<file path="src/rtl/pipe_stage_skid_if.sv">
// Valid/ready stream carrying a control bundle and a data bundle between pipeline stages.
interface pipe_stage_skid_if #(
    parameter int W      = 16,
    parameter int CTRL_W = 19
);
    logic              valid;
    logic              ready;
    logic [CTRL_W-1:0] ctrl;
    logic [W-1:0]      data;

    modport master (output valid, ctrl, data, input ready);
    modport slave  (input valid, ctrl, data, output ready);
endinterface

</file>
<file path="src/rtl/pipe_stage_skid.sv">
// Handshaked inter-stage register with 2-entry skid buffer and flush-to-bubble.
// Define PIPE_STAGE_PARITY_EN to store an even-parity bit per entry and flag corruption on err.
module pipe_stage_skid #(
    parameter int W      = 16,
    parameter int CTRL_W = 19
) (
    input  logic                 clk,
    input  logic                 rst,
    input  logic                 flush,
    pipe_stage_skid_if.slave     up,
    pipe_stage_skid_if.master    dn,
    output logic                 err
);
    typedef enum logic [1:0] {EMPTY, ONE, FULL} state_t;

    state_t            state;
    logic [CTRL_W-1:0] main_ctrl, skid_ctrl;
    logic [W-1:0]      main_data, skid_data;
    logic              in_fire, out_fire;
    logic              ld_main_in, ld_main_skid, ld_skid;

    assign up.ready = (state != FULL);
    assign dn.valid = (state != EMPTY);
    assign dn.ctrl  = dn.valid ? main_ctrl : '0;
    assign dn.data  = main_data;

    assign in_fire  = up.valid & up.ready;
    assign out_fire = dn.valid & dn.ready;

    // Load strobes shared by the entry registers and the optional parity bits.
    always_comb begin
        ld_main_in   = 1'b0;
        ld_main_skid = 1'b0;
        ld_skid      = 1'b0;
        if (!flush) begin
            ld_main_in   = in_fire & ((state == EMPTY) | ((state == ONE) & out_fire));
            ld_skid      = in_fire & (state == ONE) & ~out_fire;
            ld_main_skid = (state == FULL) & out_fire;
        end
    end

    always_ff @(posedge clk) begin
        if (rst) begin
            state     <= EMPTY;
            main_ctrl <= '0;
            main_data <= '0;
            skid_ctrl <= '0;
            skid_data <= '0;
        end else begin
            if (ld_main_in) begin
                main_ctrl <= up.ctrl;
                main_data <= up.data;
            end else if (ld_main_skid) begin
                main_ctrl <= skid_ctrl;
                main_data <= skid_data;
            end
            if (ld_skid) begin
                skid_ctrl <= up.ctrl;
                skid_data <= up.data;
            end
            // Flush only empties the stage; out_data keeps its last value.
            if (flush) begin
                state <= EMPTY;
            end else begin
                case (state)
                    EMPTY: if (in_fire) state <= ONE;
                    ONE: begin
                        if (in_fire && !out_fire)      state <= FULL;
                        else if (!in_fire && out_fire) state <= EMPTY;
                    end
                    FULL:    if (out_fire) state <= ONE;
                    default: state <= EMPTY;
                endcase
            end
        end
    end

`ifdef PIPE_STAGE_PARITY_EN
    logic main_par, skid_par;

    always_ff @(posedge clk) begin
        if (rst) begin
            main_par <= 1'b0;
            skid_par <= 1'b0;
        end else begin
            if (ld_main_in)        main_par <= ^{up.ctrl, up.data};
            else if (ld_main_skid) main_par <= skid_par;
            if (ld_skid)           skid_par <= ^{up.ctrl, up.data};
        end
    end

    assign err = dn.valid & (main_par != ^{main_ctrl, main_data});
`else
    assign err = 1'b0;
`endif
endmodule
</file>
<file path="src/flat_wrapper.sv">
// flat-port wrapper written by rule: the top's interface ports become plain ports
module pipe_stage_skid_flat 
#(
    parameter int W      = 16,
    parameter int CTRL_W = 19
)
  (clk, rst, flush, err, up_valid, up_ctrl, up_data, up_ready, dn_valid, dn_ctrl, dn_data, dn_ready);
  pipe_stage_skid_if #(.W(W), .CTRL_W(CTRL_W)) up_i ();
  pipe_stage_skid_if #(.W(W), .CTRL_W(CTRL_W)) dn_i ();
  input  logic clk;
  input  logic rst;
  input  logic flush;
  output logic err;
  input wire logic [$bits(up_i.valid)-1:0] up_valid;
  input wire logic [$bits(up_i.ctrl)-1:0] up_ctrl;
  input wire logic [$bits(up_i.data)-1:0] up_data;
  output wire logic [$bits(up_i.ready)-1:0] up_ready;
  output wire logic [$bits(dn_i.valid)-1:0] dn_valid;
  output wire logic [$bits(dn_i.ctrl)-1:0] dn_ctrl;
  output wire logic [$bits(dn_i.data)-1:0] dn_data;
  input wire logic [$bits(dn_i.ready)-1:0] dn_ready;
  assign up_i.valid = up_valid;
  assign up_i.ctrl = up_ctrl;
  assign up_i.data = up_data;
  assign up_ready = up_i.ready;
  assign dn_valid = dn_i.valid;
  assign dn_ctrl = dn_i.ctrl;
  assign dn_data = dn_i.data;
  assign dn_i.ready = dn_ready;
  pipe_stage_skid #(.W(W), .CTRL_W(CTRL_W)) u_core (.clk(clk), .rst(rst), .flush(flush), .up(up_i), .dn(dn_i), .err(err));
endmodule
</file>
<file path="config.mk">
export PLATFORM = sky130hd
export DESIGN_NAME = pipe_stage_skid_flat
export DESIGN_NICKNAME = d
export VERILOG_FILES = /design/src/rtl/pipe_stage_skid_if.sv /design/src/rtl/pipe_stage_skid.sv /design/src/flat_wrapper.sv
export SDC_FILE = /design/constraint.sdc
export NUM_CORES = 1
export LEC_CHECK = 0
export CORE_MARGIN = 1.5
export CORE_UTILIZATION = 49
export CTS_CLUSTER_SIZE = 40
export DETAILED_ROUTE_END_ITERATION = 6
export PLACE_DENSITY = 0.87
export SLEW_MARGIN = 0
export SYNTH_ARGS = -nofsm -noshare
export SYNTH_HDL_FRONTEND = slang
export SYNTH_SLANG_ARGS = --single-unit
</file>
<file path="constraint.sdc">
create_clock -name clk -period 3.3 [get_ports clk]
set_input_delay 0.825 -clock clk [delete_from_list [all_inputs] [get_ports clk]]
set_output_delay 0.825 -clock clk [all_outputs]
set_load 0.02 [all_outputs]
</file>
==> run metrics <==
Seq/Total Area, Yosys 44.7%; Synth Area in Simple Gates 26.1%; Yosys warning count 0; max-cap violations 0; clk sinks 72; global route overflow 0; Post-DP Area 3940 um2; RSZ-0062 raised after global routing false; Skew-Pair Late Insertion Delay 0.35 ns; Starting DRT DRC Count 216; Post-Place Worst Slack 0.424 ns; first-pass GRT wire length 13,800 um; Tmin final 2.84 ns; post-CTS sizing 0; starting density of the core 50.8%; multiplexer area fraction after synthesis 0.310%; run status completed; CP arrival 2.01 ns; Yosys cell types 30; row count 29; Max VDD drop 0.343 mV; routed wire length 8410 um; Post-DRT Antenna Nets 0; area of the mapped netlist 3230 um2; fin crit share 85.9%; # port buffers 76; final cell area excluding filler cells 4160 um2; clock transition at the registers of the reported paths 0.07 ns; syn_area_per_cell 8.03 um2; critical path peak fanout 19; CTS Buf Count 9; post-synthesis async set-or-reset flop share 0%; commonest non-fill, non-tap cell in the layout clkdlybuf4s50_1; crit path launch u_core.state[1]$_SDFFE_PP0P_; routability cong. 0.773; CTS Root Buffer Type clkbuf_8; count of pins over their slew limit 0; Core Area 6350 um2; vias in the first global route 2,839; largest family of logic cells by synthesized area simple AND/OR/NAND/NOR gates; worst r2r src u_core.state[1]$_SDFFE_PP0P_; n_diodes 0; fraction of final layout cells sized beyond drive strength 1 7.22%; Compound-Gate Fraction of Synth Area 21.3%; Die Wd 84.2 um; post-CTS setup buffers 0; endpoints failing setup 0; routed len/inst 15.8 um; fin nets 493; top cells by area, synth dfxtp_1, a311oi_1, nand2_1, nor3_1, a21oi_1; worst rel slew slack 49.3%; worst hold path class reg2reg; DIE HEIGHT 84.2 um; DR vias 3,169; FF+latch count, synth 72; vias per cell 5.93; Post-synth EDFFs 0; CP Capture Type primary output; XOR/XNOR share of the synthesized area 0%; TritonRoute pass-1 iters 7; most frequent cells in the layout clkdlybuf4s50_1, dfxtp_1, nand2_1, nor3_1; Setup CP Type reg2out; Worst Skew 0.00861 ns; antenna violations before repair 0; hpwl dp 5030 um; Synth area leader dfxtp_1; H-Tree Depth 3; Final Hold Viols 0; crit path launch type flip-flop; setup_tns 0 ns; top_reg_cell synth dfxtp_1; GRT Total Usage 24.0%; drt drc 0; pwr dens 464 nW/um2; CTS Hold Buffers Added 0; Syn-to-layout area delta 28.9%; Syn Inst Count 402; Layout Cells excl Fill 534; Slew @ Worst Pin 0.758 ns; f_max 353 MHz; Synth top area share 44.7%; # IOs 78; Worst Slack Setup Final 0.464 ns; adder and majority gate portion of the synthesized area 0.388%; Die Area 7080 um2; CTS max path bufs 2; hold_sp u_core.skid_ctrl[14]$_SDFFE_PP0P_; placed instance count 518; CTS tree done; pin count of the biggest net entering global routing 71; Leakage 1.33 nW; Synth Net Count 443; required time worst endpoint 2.47 ns
[registers in the layout, indices dropped and copies added, names as in the netlist]
register,count
u_core.skid_data,16
u_core.main_ctrl,19
u_core.dn.data,16
u_core.skid_ctrl,19
u_core.state,2
[area by class of cell]
| type | instances | area, um2 |
|---|---|---|
| well taps | 77 | 96.3 |
| clock buffers | 9 | 124 |
| repair buffers | 84 | 828 |
| flip-flops and latches | 72 | 1440 |
| multi-input cells | 283 | 1570 |
| clock inverters | 7 | 96.3 |
| fillers | 506 | 2190 |
| inverters | 2 | 7.51 |
[layer usage]
metal / vias to the layer above / global-route usage, % / routed length [um] / part of all wire (%)
li1: 1535 / - / - / -
met1: 1477 / 31.7 / 3560 / 42
met2: 134 / 38.3 / 4040 / 48
met3: 23 / 3.54 / 531 / 6.3
met4: 0 / 12.8 / 282 / 3.4
met5: - / 0 / 0 / 0
[kinds of logic (layout without fill, tap and decap cells)]
logic type               Yosys count  count (layout)
other                              1               1
multiplexers                       1               1
AND/OR/NAND/NOR                  173             173
flip-flops                        72              72
AO/OA/AOI/OAI                    107             107
buffers and inverters             47             102
adder cells (fa/ha/maj)            1               1
[path summary, 6_finish.rpt]
kind | to | slack, ns | cells after the start
setup reg to reg | u_core.dn.data[6]$_SDFFE_PP0P_ | 1.26 | 4
setup / recovery | dn_ctrl[1] | 0.46 | 4
hold / removal | u_core.skid_ctrl[14]$_SDFFE_PP0P_ | 0.48 | 2
hold reg to reg | u_core.skid_ctrl[14]$_SDFFE_PP0P_ | 0.48 | 2
[cells in the mapped netlist, types with 2 or more instances]
master    instances
inv_1             2
a311oi_2          2
nand3_1          35
nand2_1          71
buf_4             2
buf_2            18
a21oi_1          35
buf_6             2
nor3_1           37
a311oi_1         33
o21ai_0          35
o22a_1            2
clkbuf_1         21
nor2b_1          20
dfxtp_1          72
[power breakdown]
group / internal, W / switching, W / leakage [nW]
sequential: 0.000902 / 0.0000178 / 0.587
clock: 0.000426 / 0.000338 / 0.113
combinational: 0.000114 / 0.000132 / 0.627
[critical path, cell delays in order (launching register included)]
cell and delay [ns]:
dfxtp_1 0.52, nor2_1 0.11, buf_4 0.22, nor2b_1 0.19, clkdlybuf4s50_1 0.63
[per-stage QoR]
stage	util [%]	total power [W]	hold WS (ns)
final	65.5	0.00193	0.478
after global routing	65.5	0.00200	0.499
after CTS	65.5	0.00194	0.481
after detailed placement	62.0	0.00118	0.468
after global placement	62.0	0.00118	0.460
after floorplan	-	0.00107	0.454
Note: power is estimated with default switching activity, not from simulation.
